<file path="src/rtl/phase_sequencer.sv">
// Purpose : steps an instruction through phases 1..LAST_PHASE, parks in phase 0 when idle/stopped/stepped/halted.
// Latency : a start edge sampled in PARK gives phase 1 after that clock; phase LAST_PHASE is followed directly by 1 (no bubble).
// Backpr. : none; stop requests are deferred to the instruction boundary, start edges outside PARK are ignored.
//
// Ports:
//   clk         - system clock, all state updates on the rising edge
//   rst         - synchronous active-low reset
//   start, stop - debounced panel button levels (rising edge detected here)
//   step_mode   - 1 = park after every instruction
//   hlt         - halt request from the control decoder, honoured only in phase LAST_PHASE
//   phase       - current phase, 0 = parked
//   running     - phase != 0 (combinational)
//   halted      - sticky, set when an HLT instruction completes
//   retire      - one-cycle pulse in the cycle after a phase-LAST_PHASE cycle
//   instr_count - retired-instruction counter, wrapping
module phase_sequencer #(
    parameter int unsigned LAST_PHASE = 5,
    parameter int unsigned CNT_W      = 16
) (
    input  logic             clk,
    input  logic             rst,
    input  logic             start,
    input  logic             stop,
    input  logic             step_mode,
    input  logic             hlt,
    output logic [2:0]       phase,
    output logic             running,
    output logic             halted,
    output logic             retire,
    output logic [CNT_W-1:0] instr_count
);

    localparam logic [2:0] PARK = 3'd0;
    localparam logic [2:0] LAST = 3'(LAST_PHASE);

    logic [2:0]       phase_q, phase_d;
    logic             halted_q, halted_d;
    logic             stop_pend_q, stop_pend_d;
    logic             retire_q, retire_d;
    logic [CNT_W-1:0] instr_count_q, instr_count_d;

    // Previous button levels; their next value is simply the raw input.
    logic             start_q;
    logic             stop_q;

    logic             start_rise;
    logic             stop_rise;

    assign start_rise = start & ~start_q;
    assign stop_rise  = stop  & ~stop_q;

    always_comb begin
        phase_d       = phase_q;
        halted_d      = halted_q;
        stop_pend_d   = stop_pend_q;
        retire_d      = 1'b0;
        instr_count_d = instr_count_q;

        if (phase_q == PARK) begin
            // A stop edge coinciding with the start edge is dropped: the
            // start path clears any pending stop.
            if (start_rise) begin
                phase_d     = 3'd1;
                halted_d    = 1'b0;
                stop_pend_d = 1'b0;
            end
        end else if (phase_q == LAST) begin
            // Instruction boundary: the instruction always retires here.
            instr_count_d = instr_count_q + CNT_W'(1);
            retire_d      = 1'b1;
            if (hlt) begin
                phase_d     = PARK;
                halted_d    = 1'b1;
                stop_pend_d = 1'b0;
            end else if (stop_pend_q || stop_rise) begin
                phase_d     = PARK;
                stop_pend_d = 1'b0;
            end else if (step_mode) begin
                phase_d     = PARK;
            end else begin
                phase_d     = 3'd1;
            end
        end else begin
            // Mid-instruction: never abort, only remember a stop request.
            phase_d = phase_q + 3'd1;
            if (stop_rise) begin
                stop_pend_d = 1'b1;
            end
        end
    end

    always_ff @(posedge clk) begin
        if (!rst) begin
            phase_q       <= PARK;
            halted_q      <= 1'b0;
            stop_pend_q   <= 1'b0;
            retire_q      <= 1'b0;
            instr_count_q <= '0;
            // Treat the buttons as already pressed so a level held through
            // reset does not look like a fresh edge.
            start_q       <= 1'b1;
            stop_q        <= 1'b1;
        end else begin
            phase_q       <= phase_d;
            halted_q      <= halted_d;
            stop_pend_q   <= stop_pend_d;
            retire_q      <= retire_d;
            instr_count_q <= instr_count_d;
            start_q       <= start;
            stop_q        <= stop;
        end
    end

    assign phase       = phase_q;
    assign running     = (phase_q != PARK);
    assign halted      = halted_q;
    assign retire      = retire_q;
    assign instr_count = instr_count_q;

endmodule
</file>
<file path="config.mk">
export PLATFORM = sky130hd
export DESIGN_NAME = phase_sequencer
export DESIGN_NICKNAME = d
export VERILOG_FILES = /design/src/rtl/phase_sequencer.sv
export SDC_FILE = /design/constraint.sdc
export NUM_CORES = 1
export LEC_CHECK = 0
export CAP_MARGIN = 20
export CELL_PAD_IN_SITES_DETAIL_PLACEMENT = 0
export CELL_PAD_IN_SITES_GLOBAL_PLACEMENT = 1
export CORE_MARGIN = 4
export CORE_UTILIZATION = 34
export CTS_CLUSTER_SIZE = 8
export DETAILED_ROUTE_END_ITERATION = 12
export GPL_TIMING_DRIVEN = 1
export HOLD_SLACK_MARGIN = 0.05
export PLACE_DENSITY = 0.84
export SLEW_MARGIN = 25
export SYNTH_ARGS = -nofsm -noshare
export SYNTH_HDL_FRONTEND = slang
export SYNTH_SLANG_ARGS = --single-unit
</file>
<file path="constraint.sdc">
create_clock -name clk -period 1.9 [get_ports clk]
set_clock_uncertainty 0.1 [all_clocks]
set_input_delay 0.19 -clock clk [delete_from_list [all_inputs] [get_ports clk]]
set_output_delay 0.19 -clock clk [all_outputs]
set_load 0.1 [all_outputs]
</file>
Word level (Yosys, flattened, before mapping)
Cells that the tools add are included.
- register bits: 24
- input bits: 6
- output and inout port bits: 22
- logic and storage cells: 44
- $add $sub $neg: 2
- equal/unequal tests: 3
- multiplexer cells: 16
- bitwise gates (word level): 6
- reduce and logical (&&, ||, !) cells: 10
- operators by type and width (cell ; number):
    $add 16x1->16 const B ; 1
    $mux 1 ; 13
    $mux 3 ; 3
    $reduce_and 3->1 ; 2
    $reduce_bool 3->1 ; 2
    $ne 4x3->1 const B ; 1
    $not 1->1 ; 4
    $reduce_bool 2->1 ; 2
    $add 3x1->3 const B ; 1
    $eq 3x3->1 const B ; 1
    $logic_not 3->1 ; 1
    $and 1x1->1 ; 2
    $ne 2x2->1 const B ; 1
    $reduce_and 2->1 ; 1
    $reduce_or 2->1 ; 1
    $logic_or 1x1->1 ; 1

Logic depth before layout (Yosys ltp)
Gate-level depths: netlist (run 1).
- depth in word-level cells: 7
- depth in mapped cells: 6
- mapped depth without buffers: 5

Worst setup path before layout (run 1)
No wires, ideal clock.
- kind: reg2reg
- start: register phase_q[0], in the netlist phase[0]
- end: register halted_q, in the netlist halted
- setup time: 72 ps
- data arrival time: 2358 ps
- required time: 1728 ps
- slack: -631 ps
- cell stages (with the launch flop): 6
- path buffers: 1
- clock period less this slack: 2531 ps
- path through: dfxtp_1 > buf_2 > nor3_1 > inv_1 > o21ai_0 > a21oi_1
- cells in the longest elaborated chain, start to end: 3
- ends and longest elaborated chain (what ; line ; RTL):
    start: declaration ; 36 ; logic [2:0] phase_q, phase_d;
    start signal: assignment ; 104 ; phase_q <= phase_d;
    $eq 3x3->1 / $logic_not 3->1 (equally long branches) ; 67, 59 ;
    $reduce_bool 2->1 (no line) / $ne 2x2->1 (equally long branches) ; -- ;
    $reduce_and 3->1 (no line) ; -- ;
    end signal: assignment ; 105 ; halted_q <= halted_d;
    end: declaration ; 37 ; logic halted_q, halted_d;
Several ways; a longest one is shown, not always the timed one.
A chain may end at the register's enable or synchronous reset.

Worst setup path after layout (run 1)
- start: register instr_count_q[1], in the netlist instr_count[1]
- end: register instr_count_q[12], in the netlist instr_count[12]
- cells in the longest elaborated chain, start to end: 1
- ends and longest elaborated chain (what ; line ; RTL):
    start: declaration ; 40 ; logic [CNT_W-1:0] instr_count_q, instr_count_d;
    start signal: assignment ; 108 ; instr_count_q <= instr_count_d;
    $add 16x1->16 ; 69 ; instr_count_d = instr_count_q + CNT_W'(1);
Every way passes these cells.

==> results of run 1 <==
-- layout by cell type (no fill, tap or decap), types with 3 or more instances in the layout --
master and n:
buf_4 21, nor2_1 15, nand2_1 10, dfxtp_1 10, xnor2_1 8, dfxtp_4 8, nand2b_1 6, dfxtp_2 6
nor3_1 5, a21oi_1 5, nand3_1 5, clkdlybuf4s50_1 5, mux2i_1 4, o21ai_0 3, clkbuf_4 3
-- through the flow --
stage	total power [mW]	setup WS, ps	cells
after global placement	0.777	279	172
final	1.00	227	176
after floorplan	0.710	5.23	116
after CTS	1.02	215	176
after global routing	1.05	74.5	176
after detailed placement	0.779	245	172
-- flip-flops by register name (all words and copies together), names as in the netlist --
register	count
halted	1
instr_count	16
phase	3
retire	1
start_q	1
stop_pend_q	1
stop_q	1
-- area by class of cell --
cell class	count	area, um^2	share of cell area
Inverter	4	15.0	0.0108
Multi-Input combinational cell	85	538	0.389
Tap cell	31	38.8	0.0280
Clock buffer	4	26.3	0.0190
Sequential cell	24	518	0.374
Timing Repair Buffer	28	248	0.179
-- power groups by stage --
stage	Clock [mW]	Combinational [mW]	Sequential, mW
CTS	0.245	0.240	0.530
global placement	0	0.238	0.539
floorplan	0	0.115	0.596
global route	0.268	0.251	0.534
detailed placement	0	0.238	0.541
finish	0.235	0.238	0.530
-- logic make-up after synthesis --
kind of cell | after synthesis | synth area share
AO/OA/AOI/OAI | 11 | 0.0550
XOR/XNOR | 10 | 0.0837
adder cells (fa/ha/maj) | 1 | 0.0120
buffers and inverters | 7 | 0.0263
flip-flops | 24 | 0.459
multiplexers | 5 | 0.0490
AND/OR/NAND/NOR | 58 | 0.315
-- tightest hold or removal path: stages --
cell and delay [ps]:
clkdlybuf4s50_1 420, nand2_1 60, a21oi_1 50
-- path summary, 6_finish.rpt --
check | startpoint | endpoint | slack (ps) | cells after the start
hold reg to reg | instr_count[15]$_SDFFE_PN0P_ | instr_count[15]$_SDFFE_PN0P_ | 390 | 2
setup / recovery | instr_count[1]$_SDFFE_PN0P_ | instr_count[12]$_SDFFE_PN0P_ | 230 | 5
hold / removal | hlt | halted$_SDFFE_PN0P_ | 350 | 3
setup reg to reg | instr_count[1]$_SDFFE_PN0P_ | instr_count[12]$_SDFFE_PN0P_ | 230 | 5
-- metal layers --
layer,up-vias,track usage
li1,455,-
met4,0,0.0162
met2,22,0.196
met5,-,0
met1,409,0.141
met3,2,0.0497
==> results.toml, run 1 <==
[clock_tree]
cts_htree_levels = 1
path_clk_slew_ps = 140
cts_repair_resize_count = 0
clk_latency_ps = 320
post_cts_buffers = 0
numCtsBuffers = 3
root_buffer = "clkbuf_4"
clk_path_buf_depth = 2
clock_sinks = 24
hold_buffers = 0
cts_tree = "yes"

[sta]
max-slew-margin-rel = 0.726
holdWs_ps = 348
fmax_mhz = 598
fin_crit_ps = 1670
rsz0062_at_grt = "no"
final.period_utilization = 0.881
worstMarginPinSlew_ps = 408
drv_slew = 0
finalSetupTns_ps = 0
setup_viol = 0
hold_viol = 0

[global_routing]
grt_pass1_wl_um = 3780
track_usage = 0.117
grt_max_degree = 20
grt_pass1_vias = 830
gr-total-overflow = 0
grt_antenna_before_repair = 0

[synth]
yosysWarningCount = 0
synth_most_common_cell = "dfxtp_1"
syn-num-nets = 123
yosys_register_bits = 24
synth_common_cells = "dfxtp_1 (24), nor2_1 (15), nand2_1 (10)"
synth-edff-count = 0
synth_top_area_frac = 0.459
synthCells = 116
yosys.area.top_type = "dfxtp_1"
ys_seq_area_frac = 0.459
async_flop_share = 0
synth_area_leaders = "dfxtp_1 (46%), xnor2_1 (6.7%), nor2_1 (5.4%), mux2i_1 (3.8%), nand2_1 (3.6%)"
synth_cell_types = 30
ys.flop_type = "dfxtp_1"
avgSynthCellArea_um2 = 9.02
syn_area_um2 = 1050

[detailed_routing]
maxUsedRoutingLayer = "met4"
met2_length_um = 1030
antenna_left = 0
via_count = 888
met3_length_um = 154
drcViolationCount = 0
drtIter0Drc = 19
wirelength_um = 2250
wl_met1_um = 1060
drtPass1Iterations = 3
via_per_inst = 5.05
wl_per_cell_um = 12.8

[critical_path]
worstPathMaxFanout = 6
crit_family = "simple AND/OR/NAND/NOR gates"
end_kind = "register"
cpPeakStageDelay_ps = 560
crit_type = "reg2reg"
cp_cell_sequence = "ha_1 > nand2_1 > or4_1 > o21ai_1 > a21oi_1"
cp.buffers_inverters = 0
start_kind = "register"
required_ps = 2020
cp_slowest_cell = "or4_1"
worstPathArrival_ps = 1800

[placement]
hpwlAfterDp_um = 1620
gp_congestion = 0.768
numPortBuffers = 27
placed_area_um2 = 1360

[floorplan]
dieHeight_um = 63.5
start_util = 0.367
row_count = 19
die-area_um2 = 4030
pin_count = 28
die_x_um = 63.5
coreArea_um2 = 2850

[pwr]
p_seq_frac = 0.528
p_int_uw = 666
power_frac_comb = 0.237
p_leak_nw = 0.548
peakVddDrop_mv = 0.467
powerDensity_nw_per_um2 = 725
swShare = 0.336
p_sw_uw = 337
clkPwrFrac = 0.235

[finish]
antennaDiodeCount = 0
fin_area_um2 = 1380
final_util = 0.485
area_growth_pct = 32.3
fill_cells = 284
layout-drive-gt1-share = 0.310
final_nets = 153

[flow_run]
cap_violations = 0

[min_path]
worstHoldPathType = "in2reg"

[status]
status = "finished, final reports clean"
(Power assumes the default switching activity.)
==> run 2, diff against run 1 <==
--- a/config.mk
+++ b/config.mk
@@ -8,13 +8,12 @@
 export CAP_MARGIN = 20
 export CELL_PAD_IN_SITES_DETAIL_PLACEMENT = 0
 export CELL_PAD_IN_SITES_GLOBAL_PLACEMENT = 1
-export CORE_MARGIN = 4
 export CORE_UTILIZATION = 34
 export CTS_CLUSTER_SIZE = 8
 export DETAILED_ROUTE_END_ITERATION = 12
 export GPL_TIMING_DRIVEN = 1
 export HOLD_SLACK_MARGIN = 0.05
-export PLACE_DENSITY = 0.84
+export PLACE_DENSITY = 0.82
 export SLEW_MARGIN = 25
 export SYNTH_ARGS = -nofsm -noshare
 export SYNTH_HDL_FRONTEND = slang
==> results.toml, run 2 (synthesis gave the netlist of run 1 again) <==
[pwr]
swShare = 0.295
power_frac_comb = 0.211
report.power.total_mw = 1.13
p_leak_nw = 0.566
powerDensity_nw_per_um2 = 799
peakVddDrop_mv = 0.509
p_sw_uw = 334
p_seq_frac = 0.467
clkPwrFrac = 0.322
p_int_uw = 798

[clock_tree]
clock_sinks = 24
hold_buffers = 0
cts_tree = "yes"
clk_path_buf_depth = 2
root_buffer = "clkbuf_4"
post_cts_buffers = 0
clk_latency_ps = 310
cts_htree_levels = 1
cts_repair_resize_count = 0
numCtsBuffers = 3
path_clk_slew_ps = 130

[global_routing]
grt_pass1_wl_um = 3400
track_usage = 0.134
use_met3 = 0.0317
grt.busiest_layer = "met2"
grt_max_degree = 15
gr-total-overflow = 0
grt.met2_usage = 0.223
grt_antenna_before_repair = 0
grt_pass1_vias = 813
gr-usage-met1 = 0.163

[finish]
final_cell_mix = "buf_4 (22), nor2_1 (15), nand2_1 (10), dfxtp_1 (10)"
layout-drive-gt1-share = 0.322
area_growth_pct = 35.5
largest_reg_flops = 16
fin_area_um2 = 1420
layout_commonest_cell = "buf_4"
antennaDiodeCount = 0
fin_cells = 177
final_nets = 154

[critical_path]
cp_cell_sequence = "nor3_1 > inv_2 > buf_12"
reg2reg_from = "instr_count[0]$_SDFFE_PN0P_"
ff2ff_setup_slack_ps = 210
startpoint = "phase[2]$_SDFFE_PN0P_"
rr_endpoint = "instr_count[12]$_SDFFE_PN0P_"
cp.buffers_inverters = 2
rr_worst_depth = 5
end_kind = "output port"
worstSetupPathDepth = 3
worstPathArrival_ps = 1420
worstPathMaxFanout = 7
cp_slowest_cell = "nor3_1"
crit_type = "reg2out"
cpPeakStageDelay_ps = 420
required_ps = 1610
cp-endpoint = "running"
crit_family = "simple AND/OR/NAND/NOR gates"
start_kind = "register"

[placement]
placed_area_um2 = 1370
hpwlAfterDp_um = 1580
dp_cells = 173
numPortBuffers = 27
gp_congestion = 0.782

[sta]
holdWs_ps = 345
final.period_utilization = 0.900
fmax_mhz = 585
rsz0062_at_grt = "no"
max-slew-margin-rel = 0.690
setup_viol = 0
worstMarginPinSlew_ps = 461
hold_viol = 0
finalSetupTns_ps = 0
fin_crit_ps = 1710
drv_slew = 0

[floorplan]
coreArea_um2 = 2830
die-area_um2 = 3300
pin_count = 28
dieHeight_um = 57.5
row_count = 19
die_x_um = 57.5
start_util = 0.370

[flow_run]
cap_violations = 0

[detailed_routing]
via_count = 888
antenna_left = 0
drcViolationCount = 1
drtIter0Drc = 17
drtPass1Iterations = 8
via_per_inst = 5.02
wl_per_cell_um = 11.9
wirelength_um = 2100

[status]
violations = "DRC"
status = "complete, but fails checks"

[min_path]
worstHoldPathType = "in2reg"
==> run 2: changes by cell type in the layout (fill, tap and decap cells not counted), sizes merged <==
cell / change
bufinv: +1
buf: +1
clkbuf: -1
==> run 2: power groups by stage <==
stage	registers [mW]	clock network (mW)	logic, mW
after floorplan	0.596	0	0.115
after global placement	0.540	0	0.237
after detailed placement	0.540	0	0.239
after CTS	0.529	0.382	0.240
after global routing	0.532	0.403	0.248
final	0.528	0.365	0.239
==> run 2: worst min-delay path by stage <==
stage                                  from                            to  slack, ps  cells past startpoint
2_1_floorplan                           rst            start_q$_SDFF_PN1_        160                      1
3_3_place_gp       stop_pend_q$_SDFFE_PN0P_      stop_pend_q$_SDFFE_PN0P_        360                      2
3_5_place_dp   instr_count[15]$_SDFFE_PN0P_  instr_count[15]$_SDFFE_PN0P_        370                      2
4_1_cts                                 hlt           halted$_SDFFE_PN0P_        320                      3
5_1_grt                                 hlt           halted$_SDFFE_PN0P_        350                      3
6_report                                hlt           halted$_SDFFE_PN0P_        350                      3
==> run 2: worst reg2reg max path, stage by stage, from the launching register on <==
cell and delay, ps:
dfxtp_4 390, ha_1 180, nand2_1 140, or4_1 570, o21ai_1 150, a21oi_1 70
==> run 2: per-layer routing <==
layer | vias to the layer above | part of all wire
met5 | - | 0
met4 | 0 | 0.0048
met3 | 2 | 0.057
met2 | 22 | 0.46
met1 | 405 | 0.47
li1 | 459 | -
==> run 2: cell type report <==
class                      count  area, um^2
clock buffer                   3        22.5
clock inverter                 1        30.0
fill                         281        1410
inverter                       4        15.0
multi-input combinational     85         538
sequential                    24         518
tap                           31        38.8
timing repair buffer          29         255
==> run 2: metrics by stage <==
stage / util / worst slack, ps
global route: 0.501 / 98.6
global placement: 0.483 / 291
detailed placement: 0.483 / 225
finish: 0.501 / 189
CTS: 0.501 / 182
floorplan: - / 5.23
==> run 3, diff against run 2 <==
--- a/config.mk
+++ b/config.mk
@@ -9,6 +9,7 @@
 export CELL_PAD_IN_SITES_DETAIL_PLACEMENT = 0
 export CELL_PAD_IN_SITES_GLOBAL_PLACEMENT = 1
 export CORE_UTILIZATION = 34
+export CTS_CLUSTER_DIAMETER = 80
 export CTS_CLUSTER_SIZE = 8
 export DETAILED_ROUTE_END_ITERATION = 12
 export GPL_TIMING_DRIVEN = 1
==> results of run 3 <==
Final layout, timing and power as in run 2 (identical DEF).
